**src/rtl/x83_frame_acc_if.sv**
```systemverilog
// Valid/ready bus for the x83 frame accumulator.
// Input side: in_valid/in_ready/in_data (unsigned products).
// Output side: out_valid/out_ready/out_data/out_sat (frame results).
// master: the environment that produces products and consumes results.
// slave: the accumulator itself.
interface x83_frame_acc_if #(
    parameter int IN_W  = 24,
    parameter int OUT_W = 16
);
    logic             in_valid;
    logic             in_ready;
    logic [IN_W-1:0]  in_data;
    logic             out_valid;
    logic             out_ready;
    logic [OUT_W-1:0] out_data;
    logic             out_sat;

    modport master (
        output in_valid,
        output in_data,
        output out_ready,
        input  in_ready,
        input  out_valid,
        input  out_data,
        input  out_sat
    );

    modport slave (
        input  in_valid,
        input  in_data,
        input  out_ready,
        output in_ready,
        output out_valid,
        output out_data,
        output out_sat
    );
endinterface

```
**src/rtl/x83_frame_acc.sv**
```systemverilog
// Frame accumulator for x83-scaled products: sums FRAME_LEN
// products, then rounds (half up), shifts right by SHIFT and
// saturates to OUT_W bits; the result waits in a register until
// the consumer takes it.
// Ports: clk (rising edge), rst (sync, active high),
//        clr (aborts the partial frame while accumulating),
//        bus (x83_frame_acc_if.slave: input and output handshakes).
module x83_frame_acc #(
    parameter int IN_W      = 24,
    parameter int FRAME_LEN = 8,
    parameter int SHIFT     = 3,
    parameter int OUT_W     = 16
) (
    input  logic          clk,
    input  logic          rst,
    input  logic          clr,
    x83_frame_acc_if.slave bus
);
    localparam int CNT_W = $clog2(FRAME_LEN);
    localparam int ACC_W = IN_W + CNT_W;

    // Half an output LSB, added before the shift for round-half-up.
    localparam logic [ACC_W:0] HALF =
        {{ACC_W{1'b0}}, 1'b1} << (SHIFT - 1);

    typedef enum logic {
        S_ACC  = 1'b0,
        S_DONE = 1'b1
    } state_t;

    state_t           state;
    logic [ACC_W-1:0] acc;
    logic [CNT_W-1:0] count;
    logic             out_valid_q;
    logic [OUT_W-1:0] out_data_q;
    logic             out_sat_q;

    logic [ACC_W-1:0] sum;
    logic [ACC_W:0]   rnd;
    logic [ACC_W:0]   shr;
    logic             sat;
    logic [OUT_W-1:0] res;
    logic             last;
    logic             accept;

    // in_ready never looks at in_valid, so upstream can wait on it.
    assign bus.in_ready  = (state == S_ACC) && !clr;
    assign bus.out_valid = out_valid_q;
    assign bus.out_data  = out_data_q;
    assign bus.out_sat   = out_sat_q;

    assign accept = bus.in_valid && bus.in_ready;
    assign last   = (count == CNT_W'(FRAME_LEN - 1));

    // ACC_W holds FRAME_LEN full-scale products; the rounding add
    // gets one extra bit so that it cannot wrap either.
    always_comb begin
        sum = acc + {{CNT_W{1'b0}}, bus.in_data};
        rnd = {1'b0, sum} + HALF;
        shr = rnd >> SHIFT;
        sat = |shr[ACC_W:OUT_W];
        res = sat ? {OUT_W{1'b1}} : shr[OUT_W-1:0];
    end

    always_ff @(posedge clk) begin
        if (rst) begin
            state       <= S_ACC;
            acc         <= '0;
            count       <= '0;
            out_valid_q <= 1'b0;
            out_data_q  <= '0;
            out_sat_q   <= 1'b0;
        end else begin
            unique case (state)
                S_ACC: begin
                    if (clr) begin
                        acc   <= '0;
                        count <= '0;
                    end else if (accept) begin
                        if (last) begin
                            acc         <= '0;
                            count       <= '0;
                            out_data_q  <= res;
                            out_sat_q   <= sat;
                            out_valid_q <= 1'b1;
                            state       <= S_DONE;
                        end else begin
                            acc   <= sum;
                            count <= count + CNT_W'(1);
                        end
                    end
                end
                S_DONE: begin
                    // clr is ignored here so a finished result survives.
                    if (bus.out_ready) begin
                        out_valid_q <= 1'b0;
                        state       <= S_ACC;
                    end
                end
                default: begin
                    state <= S_ACC;
                end
            endcase
        end
    end
endmodule

```
**src/flat_wrapper.sv**
```systemverilog
// flat-port wrapper written by rule: the top's interface ports become plain ports
module x83_frame_acc_flat 
#(
    parameter int IN_W      = 24,
    parameter int FRAME_LEN = 8,
    parameter int SHIFT     = 3,
    parameter int OUT_W     = 16
)
  (clk, rst, clr, bus_in_valid, bus_in_data, bus_out_ready, bus_in_ready, bus_out_valid, bus_out_data, bus_out_sat);
  x83_frame_acc_if #(.IN_W(IN_W), .OUT_W(OUT_W)) bus_i ();
  input  logic clk;
  input  logic rst;
  input  logic clr;
  input wire logic [$bits(bus_i.in_valid)-1:0] bus_in_valid;
  input wire logic [$bits(bus_i.in_data)-1:0] bus_in_data;
  input wire logic [$bits(bus_i.out_ready)-1:0] bus_out_ready;
  output wire logic [$bits(bus_i.in_ready)-1:0] bus_in_ready;
  output wire logic [$bits(bus_i.out_valid)-1:0] bus_out_valid;
  output wire logic [$bits(bus_i.out_data)-1:0] bus_out_data;
  output wire logic [$bits(bus_i.out_sat)-1:0] bus_out_sat;
  assign bus_i.in_valid = bus_in_valid;
  assign bus_i.in_data = bus_in_data;
  assign bus_i.out_ready = bus_out_ready;
  assign bus_in_ready = bus_i.in_ready;
  assign bus_out_valid = bus_i.out_valid;
  assign bus_out_data = bus_i.out_data;
  assign bus_out_sat = bus_i.out_sat;
  x83_frame_acc #(.IN_W(IN_W), .FRAME_LEN(FRAME_LEN), .SHIFT(SHIFT), .OUT_W(OUT_W)) u_core (.clk(clk), .rst(rst), .clr(clr), .bus(bus_i));
endmodule
```
**config.mk**
```make
export PLATFORM = sky130hd
export DESIGN_NAME = x83_frame_acc_flat
export DESIGN_NICKNAME = d
export VERILOG_FILES = /design/src/rtl/x83_frame_acc_if.sv /design/src/rtl/x83_frame_acc.sv /design/src/flat_wrapper.sv
export SDC_FILE = /design/constraint.sdc
export NUM_CORES = 1
export LEC_CHECK = 0
export BUFFER_PORTS_ARGS = -buffer_cell sky130_fd_sc_hd__buf_4
export CAP_MARGIN = 10
export CORE_UTILIZATION = 55
export CTS_BUF_LIST = sky130_fd_sc_hd__clkbuf_4 sky130_fd_sc_hd__clkbuf_8 sky130_fd_sc_hd__clkbuf_16
export DETAILED_ROUTE_END_ITERATION = 6
export PLACE_DENSITY = 0.76
export SLEW_MARGIN = 25
export SYNTH_ARGS = -nofsm -noshare
export SYNTH_HDL_FRONTEND = slang
export SYNTH_SLANG_ARGS = --single-unit
```
**constraint.sdc**
```tcl
create_clock -name clk -period 5.2 [get_ports clk]
set_input_delay 0.78 -clock clk [delete_from_list [all_inputs] [get_ports clk]]
set_output_delay 0.78 -clock clk [all_outputs]
set_load 0.005 [all_outputs]
```
* Word-level counts from Yosys, hierarchy flattened
Cells that the tools add are included.
Storage, ports and cells: memory bits (writable) 0, input port bits 29, bits in latches 0, memories kept 0, bits in read-only memories 0, output and inout port bits 19, word-level logic and storage cells 41, register bits 49
Cells by class: shift operators 0, div/mod/pow operators 0, multiply operators 0, eq/ne operators 5, $lt $le $gt $ge 0, reductions and logical operators 8, add/sub/neg operators 3, mux-type cells 17, bitwise gates (word level) 2
Operators with widths (count):
- 27-bit 2-to-1 mux | 3
- 27-bit by 3-bit adder with 28-bit output, second input constant | 1
- 27-bit by 24-bit adder with 27-bit output | 1
- 16-bit 2-to-1 mux | 1
- 3-bit 2-to-1 mux | 3
- 9-bit OR reduction | 1
- 1-bit 2-to-1 mux | 8
- 4-bit AND reduction | 2
- 2-bit by 1-bit != test with 1-bit output, second input constant | 2
- 2-bit != test, second input constant | 2
- 1-bit case mux with 2 select lines | 2
- 3-bit by 1-bit adder with 3-bit output, second input constant | 1
- 3-bit equality test, second input constant | 1
- 1-bit logical AND | 2
- 1-bit NOT | 2
- 2-bit AND reduction | 1
- 2-bit nonzero test | 1
- 1-bit logical NOT | 1

* Depth between registers and ports, before layout
Gate-level depths: netlist of run 1.
depth in word-level cells 6, mapped depth 14

* Worst setup path after synthesis of run 1
No wires, ideal clock.
path type input-to-reg, start in bus_in_data[0], end reg u_core.out_data_q[5] (netlist: u_core.bus.out_data[5]), arrival 3744 ps, library setup time 143 ps, stages on the path 14, setup slack 1314 ps, path through ha_1 > inv_1 > fa_1 > nand2b_1 > a21o_1 > a211oi_2 > o21ai_1 > a211oi_4 > nor4b_2 > nand4_1 > mux2_4 > nor2_2 > buf_6 > a31oi_1
On the way: cells in the longest elaborated chain, start to end 4
Ends and longest elaborated chain:
- from (decl) | line flat_wrapper.sv:15 | input wire logic [$bits(bus_i.in_data)-1:0] bus_in_data;
- 27-bit by 24-bit adder with 27-bit output (*) | line x83_frame_acc.sv:58 | sum = acc + {{CNT_W{1'b0}}, bus.in_data};
- 27-bit by 3-bit adder with 28-bit output (*) | line x83_frame_acc.sv:59 | rnd = {1'b0, sum} + HALF;
- 9-bit OR reduction | line x83_frame_acc.sv:61 | sat = |shr[ACC_W:OUT_W];
- 16-bit 2-to-1 mux (*) | line x83_frame_acc.sv:62 | res = sat ? {OUT_W{1'b1}} : shr[OUT_W-1:0];
- to (signal assigned) | line x83_frame_acc.sv:83 | out_data_q <= res;
- to (decl) | line x83_frame_acc.sv:35 | logic [OUT_W-1:0] out_data_q;
Every way passes the cells marked *; elsewhere a longest branch is shown, timed or not. A chain may end at the register's enable or synchronous reset.

* Worst setup path after layout of run 1
start in bus_in_data[0], end reg u_core.out_data_q[10] (netlist: u_core.bus.out_data[10])
The elaborated chain is that of the path after synthesis.

==> results.cfg, run 1 <==
[outcome]
status = finished, final reports clean

[timing]
setup_viol = 0
min_period_ps = 4250
slew_headroom_pct = 47.2
finalHoldViolations = 0
max_slew.worst_pin.slew_ps = 786
fmaxAchievable_ghz = 0.235
rsz0062_at_grt = false
fin_crit_sh_pct = 81.8
slew_violations = 0
fin_skew_ps = 6.24
fin_tns_setup_ps = 0

[logic_synthesis]
syn_inst = 512
ys_top_cells_by_count = 61 x nor2_1, 49 x dfxtp_1, 37 x nand2_1, 36 x a21oi_1, 27 x ha_1
yosysWarnings = 0
syn_nets = 569
synth.top_cells.by_area = dfxtp_1 24%, ha_1 8.2%, nor2_1 5.6%
synth_area_leader_cell = dfxtp_1
postSynth.asyncResetShare_pct = 0
syn_area_sq_mm = 0.00412
yosysSeqAreaShare_pct = 23.8
synth_cell_type_count = 71
synthFlopType = dfxtp_1
ys_ff_latch = 49
synth_edf_count = 0
synth.avg_cell_area_sq_um = 8.05
yosysTopAreaCellShare_pct = 23.8
yosysMostFrequentCell = nor2_1

[floorplan]
die_h_microns = 88.6
ioPinCount = 48
coreArea_sq_mm = 0.00725
fp.dieW_microns = 88.6
dieArea_sq_mm = 0.00785
initial_core_util_pct = 56.8
placementRows = 31

[worst_setup_path]
cp-end-kind = flip-flop
crit_family = simple AND/OR/NAND/NOR gates
cpMaxStageDelayCell = nor4_4
r2r_cells = 12
regToRegStartpoint = u_core.acc[0]
startpoint = bus_in_data[0]
slowest_delay_ps = 750
path_cells = buf_4, ha_1, inv_1, fa_1, nand2b_1, a21oi_1, xor2_1, and3_1, nand4_1, nor4_4, a41oi_1, nor4_4, a31oi_1
crit_buf_inv = 2
worstPathArrival_ps = 4410
critPathKind = primary input to flip-flop
path_max_fanout = 17
cp.depth = 13
start_kind = primary input
crit_top_cell = nor4_4
worstPathRequired_ps = 5360

[min_path]
holdCritStartpoint = u_core.bus.out_valid
whs_path_depth = 2
min_path_type = flip-flop to flip-flop

[power]
leakage_nw = 1.88
internal-power_mw = 0.598
power.switching_mw = 0.336
power.share.switching_pct = 36.0
seqPwrFrac_pct = 41.7
combPwrFrac_pct = 32.3
peakVddDrop_mv = 0.121
power.density_cell_area_mw_per_mm2 = 204
power.share.clock_pct = 26.0

[finish]
fin_util_pct = 63.1
syn2layout_area_growth_pct = 11.0
final_layout_size_suffix_gt1_share_pct = 16.2
multi_input_area_sq_mm = 0.00297
seqCellArea_sq_um = 981
fillCellCount = 642
finalNonFillerCells = 641
nets = 598
finish.instance_area_sq_mm = 0.00458
diodes = 0

[cts]
clk_path_buf_depth = 2
cts_resized = 0
cts_root_buf = clkbuf_8
cts_made_buffers = 5
htreeDepth = 2
ctsHoldBuffers = 0
cts_tree = yes
cts.sinks = 49
clock_latency_ps = 310
post_cts_buffers = 0
clk_pin_slew_ps = 90

[grt]
grt_overflow = 0
antenna_found_initial = 0
grt_pass1_wl_microns = 17900
grt_usage_pct = 29.8
grt_pass1_vias = 3634
grt_start_max_net_pins = 50

[detailed_routing]
viasPerCell = 6.37
wl_per_cell_microns = 17.8
dr.pass1.iters = 5
postRouteAntennaNets = 0
routed_wl_microns = 11400
drc = 0
drtIter0Drc = 244
via_count = 4080

[job]
drv_cap = 0

[placement]
placed_cells = 633
hpwl_microns = 8600
placed_area_sq_mm = 0.00448
gp_congestion = 0.953
numPortBuffers = 47
[cells by family after synthesis]
kind of cell    Yosys count  synth area share [%]
xor+xnor                 34                  7.56
flops                    49                  23.8
fa+ha+maj                28                  8.68
compound gates          176                  30.0
buf+inv                  37                  4.34
simple gates            183                  24.2
mux                       5                  1.40
[per-stage QoR]
stage / setup WS (ps) / hold WS, ps / total power [mW]
after global routing: 611 / 497 / 0.981
after detailed placement: 630 / 452 / 0.691
after floorplan: 1310 / 440 / 0.615
after CTS: 970 / 466 / 0.933
final: 945 / 461 / 0.934
after global placement: 797 / 447 / 0.685
[per-layer routing]
metal	global-route usage (%)	part of all wire (%)	vias up
met5	0	0	-
met1	41.4	46	1896
met2	45.5	44	196
li1	-	-	1961
met4	12.0	2.4	0
met3	5.32	8.3	27
[sequential cells by signal, summed over array words and instances, names as in the netlist]
signal,flops
u_core.acc,27
u_core.bus.out_data,16
u_core.state,1
u_core.bus.out_valid,1
u_core.bus.out_sat,1
u_core.count,3
[tightest hold or removal path, cell delays in order (launching register included)]
cell and delay [ps]:
dfxtp_1 320, nand2_1 50, a21oi_1 50
[final timing paths]
check	endpoint	slack, ps
worst min-delay path	u_core.bus.out_valid	460
worst max-delay path	u_core.bus.out_data[10]	950
worst max register to register	u_core.bus.out_data[10]	1130
worst min register to register	u_core.bus.out_valid	460
[layout make-up]
cell class / instances / share of cell area [%]
flip-flops and latches: 49 / 21.4
multi-input cells: 426 / 64.8
inverters: 8 / 0.656
clock buffers: 6 / 1.67
repair buffers: 51 / 8.37
well taps: 99 / 2.71
clock inverters: 2 / 0.328
[power by group through the flow]
stage / Clock [mW] / Combinational [mW] / Sequential [mW]
after global routing: 0.265 / 0.326 / 0.391
after floorplan: 0 / 0.219 / 0.396
after detailed placement: 0 / 0.293 / 0.398
final: 0.243 / 0.302 / 0.390
after global placement: 0 / 0.287 / 0.397
after CTS: 0.250 / 0.294 / 0.389
[placed cells by master, fill, tap and decap left out, drive strengths merged, types with 6 or more instances in the layout]
cell type	count
nor2	62
buf	51
dfxtp	49
a21oi	39
nand2	37
ha	27
o21ai	25
a22oi	24
xnor2	23
a31oi	20
o21bai	20
nand4	15
nand3	12
nor3	11
xor2	10
a21o	9
inv	8
and3	8
and2	7
a211oi	7
clkbuf	6
nor4	6
(Power assumes the default switching activity.)
==> run 2: changes to the inputs <==
Clock period 5.2 ns to 4.31 ns, I/O delays scaled along.
==> run 2 against run 1 <==
Design area up 1.6%. Non-clock buffer count up 6. Setup slack worse by 590 ps. Critical path type unchanged. Sequential share of layout area down 0.34 points. Largest cell class unchanged. Largest power group unchanged.
==> results.cfg, run 2 (synthesis gave the netlist of run 1 again) <==
[grt]
antenna_found_initial = 0
grt_start_max_net_pins = 50
grt_overflow = 0
grt_usage_pct = 28.8
grt_pass1_vias = 3555
grt_pass1_wl_microns = 17500

[timing]
fin_crit_sh_pct = 91.7
fin_tns_setup_ps = 0
slew_headroom_pct = 53.2
setup_viol = 0
finalHoldViolations = 0
rsz0062_at_grt = false
max_slew.worst_pin.slew_ps = 698
hold_ws_ps = 476
slew_violations = 0
min_period_ps = 3950
fin_skew_ps = 9.16
fmaxAchievable_ghz = 0.253

[cts]
cts_made_buffers = 5
post_cts_buffers = 0
cts_root_buf = clkbuf_8
clk_pin_slew_ps = 90
clock_latency_ps = 310
htreeDepth = 2
cts_tree = yes
cts_resized = 0
clk_path_buf_depth = 2
ctsHoldBuffers = 0
cts.sinks = 49

[finish]
fillCellCount = 641
largest_reg_flops = 27
nets = 604
diodes = 0
final_cell_mix = 61 x nor2_1, 57 x buf_4, 49 x dfxtp_1, 37 x nand2_1, 36 x a21oi_1
finish.instance_area_sq_mm = 0.00465
final_layout_size_suffix_gt1_share_pct = 17.2
final_common_cell = nor2_1
syn2layout_area_growth_pct = 12.8
largest_register = u_core.acc

[floorplan]
fp.dieW_microns = 88.6
die_h_microns = 88.6
dieArea_sq_mm = 0.00785
coreArea_sq_mm = 0.00725
placementRows = 31
ioPinCount = 48
initial_core_util_pct = 56.8

[worst_setup_path]
worstPathRequired_ps = 4530
slowest_delay_ps = 470
regToRegStartpoint = u_core.acc[0]
ff2ff_setup_slack_ps = 430
crit_family = compound AO/OA/AOI/OAI gates
r2r_cells = 14
crit_buf_inv = 3
cp-end-kind = flip-flop
regToRegEndpoint = u_core.bus.out_sat
worstPathArrival_ps = 4180
cpMaxStageDelayCell = nor4b_2
crit_top_cell = buf_4
path_cells = buf_4, ha_1, inv_1, fa_1, nand2b_1, a21o_1, a211oi_2, o21ai_1, a211oi_4, nor4b_2, nand4_1, mux2i_1, nor2_2, buf_4, a211oi_1
path_max_fanout = 16
start_kind = primary input
critPathKind = primary input to flip-flop

[min_path]
holdCritStartpoint = u_core.bus.out_valid
min_path_type = flip-flop to flip-flop
whs_endpoint = u_core.bus.out_valid
whs_path_depth = 2

[detailed_routing]
routed_wl_microns = 10800
via_count = 4027
viasPerCell = 6.22
dr.pass1.iters = 5
drc = 0
postRouteAntennaNets = 0
wl_per_cell_microns = 16.7
drtIter0Drc = 280

[placement]
numPortBuffers = 47
placed_area_sq_mm = 0.00453
gp_congestion = 0.965
hpwl_microns = 8260

[outcome]
status = finished, final reports clean

[power]
peakVddDrop_mv = 0.133
power.density_cell_area_mw_per_mm2 = 255
leakage_nw = 1.93

[job]
drv_cap = 0
run 2: power by group:
part	switching [mW]	internal [mW]	leakage, nW
sequential	0.00639	0.463	0.397
clock	0.161	0.189	0.0574
combinational	0.223	0.143	1.47
total	0.391	0.795	1.93
run 2: layout make-up:
cell class	instances	area (sq um)	share of cell area, %
clock buffer	6	82.6	1.78
sequential	49	981	21.1
timing repair buffer	57	428	9.20
inverter	8	30.0	0.646
clock inverter	2	37.5	0.807
multi-input combinational	426	2970	63.8
tap	99	124	2.66
run 2: worst max path at each step:
stage,slack (ps),cells after the start,end,from
4_1_cts,440,15,u_core.bus.out_sat,bus_in_data[0]
6_report,360,15,u_core.bus.out_sat,bus_in_data[0]
3_5_place_dp,120,14,u_core.bus.out_data[5],bus_in_data[0]
3_3_place_gp,290,14,u_core.bus.out_data[5],bus_in_data[0]
5_1_grt,50,15,u_core.bus.out_sat,bus_in_data[0]
2_1_floorplan,560,14,u_core.bus.out_data[5],bus_in_data[0]
run 2: layer usage:
| layer | up-vias | global-route usage [%] | share of wire (%) |
|---|---|---|---|
| met2 | 178 | 43.6 | 43 |
| met5 | - | 0 | 0 |
| met4 | 0 | 9.53 | 2.1 |
| met1 | 1851 | 41.5 | 48 |
| li1 | 1975 | - | - |
| met3 | 23 | 4.76 | 6.5 |
run 2: worst reg2reg max path: cells and delay by family, from the launching register on:
family,cells,cell delay [ps]
simple gates,4,960
mux,1,290
fa+ha+maj,2,600
compound gates,5,1350
buf+inv,2,260
flops,1,350
run 2: per-stage QoR:
step	setup WS, ps	utilization [%]	cells	total power [mW]
2_1_floorplan	557	-	512	0.742
3_3_place_gp	289	62.4	639	0.833
3_5_place_dp	119	62.4	639	0.838
4_1_cts	436	64.1	647	1.19
5_1_grt	50.9	64.1	647	1.25
6_report	358	64.1	647	1.19
==> run 3: changes to the inputs <==
Clock period 4.31 ns to 4.4 ns, I/O delays scaled along.
==> run 3 against run 2 <==
Register-to-register slack gained 120 ps. Critical endpoint is now u_core.bus.out_data[1]. Utilization shrank 0.21 points. Global-route usage grew 0.75 points. Largest cell class unchanged. Critical path depth is the same. Setup slack gained 110 ps. Sequential power shrank 2%. Flip-flop and latch count is the same. Cell count shrank 0.31%.
==> results.cfg, run 3 (synthesis gave the netlist of run 1 again) <==
[outcome]
status = finished, final reports clean

[detailed_routing]
via_count = 4064
drc = 0
dr.pass1.iters = 5
routed_wl_microns = 11100
drtIter0Drc = 403
postRouteAntennaNets = 0
wl_per_cell_microns = 17.2
viasPerCell = 6.30

[finish]
seqCellArea_sq_um = 981
nets = 602
final_cell_mix = 61 x nor2_1, 55 x buf_4, 49 x dfxtp_1, 37 x nand2_1, 36 x a21oi_1
final_layout_size_suffix_gt1_share_pct = 16.8
diodes = 0
fillCellCount = 655
largest_reg_flops = 27
finish.instance_area_sq_mm = 0.00463
syn2layout_area_growth_pct = 12.4
final_common_cell = nor2_1
multi_input_area_sq_mm = 0.00297
largest_register = u_core.acc

[power]
combPwrFrac_pct = 30.7
power.switching_mw = 0.392
power.density_cell_area_mw_per_mm2 = 252
peakVddDrop_mv = 0.187
seqPwrFrac_pct = 39.4
leakage_nw = 1.92
total_power_mw = 1.17
power.share.clock_pct = 29.9
power.share.switching_pct = 33.5
internal-power_mw = 0.777

[grt]
grt_start_max_net_pins = 50
grt_overflow = 0
grt_usage_pct = 29.6
grt_pass1_wl_microns = 18100
grt_use_met2_pct = 47.1
busiest_layer = met2
grt_pass1_vias = 3690
met1_usage_pct = 41.8
use_met3_pct = 3.08
antenna_found_initial = 0

[placement]
numPortBuffers = 47
hpwl_microns = 8520
placed_area_sq_mm = 0.00451
gp_congestion = 0.979

[worst_setup_path]
crit_top_cell = buf_4
crit_family = compound AO/OA/AOI/OAI gates
cp.depth = 15
start_kind = primary input
slowest_delay_ps = 470
path_max_fanout = 16
path_cells = buf_4, ha_1, inv_1, fa_1, nand2b_1, a21o_1, a211oi_2, o21ai_1, a211oi_4, nor4b_2, nand4_1, mux2_4, nor2_2, buf_4, a31oi_1
cp-end-kind = flip-flop
worstPathArrival_ps = 4120
ff2ff_setup_slack_ps = 550
r2r_cells = 14
crit_buf_inv = 3
critPathKind = primary input to flip-flop
cpMaxStageDelayCell = nor4b_2
worstPathRequired_ps = 4590

[timing]
slew_violations = 0
setup_viol = 0
min_period_ps = 3930
fmaxAchievable_ghz = 0.254
max_slew.worst_pin.slew_ps = 704
fin_crit_sh_pct = 89.4
hold_ws_ps = 466
fin_skew_ps = 12.9
slew_headroom_pct = 52.7
rsz0062_at_grt = false
finalHoldViolations = 0
fin_tns_setup_ps = 0

[floorplan]
dieArea_sq_mm = 0.00785
ioPinCount = 48
fp.dieW_microns = 88.6
placementRows = 31
die_h_microns = 88.6
coreArea_sq_mm = 0.00725
initial_core_util_pct = 56.8

[cts]
cts.sinks = 49
clk_pin_slew_ps = 90
cts_made_buffers = 5
cts_root_buf = clkbuf_8
htreeDepth = 2
clock_latency_ps = 310
ctsHoldBuffers = 0
cts_tree = yes
post_cts_buffers = 0
cts_resized = 0
clk_path_buf_depth = 2

[job]
drv_cap = 0

[min_path]
min_path_type = flip-flop to flip-flop
whs_path_depth = 2
run 3: cell count changes in the layout (fill, tap and decap cells not counted):
cell and change:
buf_4 -2
run 3: area by class of cell:
class | instances | share of cell area [%]
flip-flops and latches | 49 | 21.2
clock buffers | 6 | 1.78
clock inverters | 2 | 0.810
well taps | 99 | 2.67
repair buffers | 55 | 8.91
multi-input cells | 426 | 64.0
inverters | 8 | 0.648
run 3: worst min-delay path, cell delays in order, from the launching register on:
cell and delay (ps):
dfxtp_1 320, nand2_1 50, a21oi_1 50
run 3: worst paths after layout:
| path | from | end |
|---|---|---|
| setup / recovery | bus_in_data[0] | u_core.bus.out_data[1] |
| hold / removal | u_core.bus.out_valid | u_core.bus.out_valid |
| setup reg to reg | u_core.acc[0] | u_core.bus.out_data[1] |
| hold reg to reg | u_core.bus.out_valid | u_core.bus.out_valid |
run 3: metal layers:
| layer | share of wire, % | wire (microns) |
|---|---|---|
| met3 | 6.6 | 735 |
| met5 | 0 | 0 |
| met1 | 47 | 5240 |
| met2 | 45 | 4950 |
| met4 | 1.7 | 194 |
run 3: power by group through the flow:
stage | clock network [mW] | registers, mW | logic (mW)
finish | 0.350 | 0.460 | 0.359
global route | 0.371 | 0.462 | 0.389
CTS | 0.362 | 0.460 | 0.352
detailed placement | 0 | 0.470 | 0.350
global placement | 0 | 0.469 | 0.344
floorplan | 0 | 0.468 | 0.259
run 3: per-stage QoR:
| step | setup WS, ps | utilization [%] | std cells |
|---|---|---|---|
| 2_1_floorplan | 634 | - | 512 |
| 3_3_place_gp | 398 | 62.2 | 637 |
| 3_5_place_dp | 256 | 62.2 | 637 |
| 4_1_cts | 536 | 63.9 | 645 |
| 5_1_grt | 241 | 63.9 | 645 |
| 6_report | 468 | 63.9 | 645 |
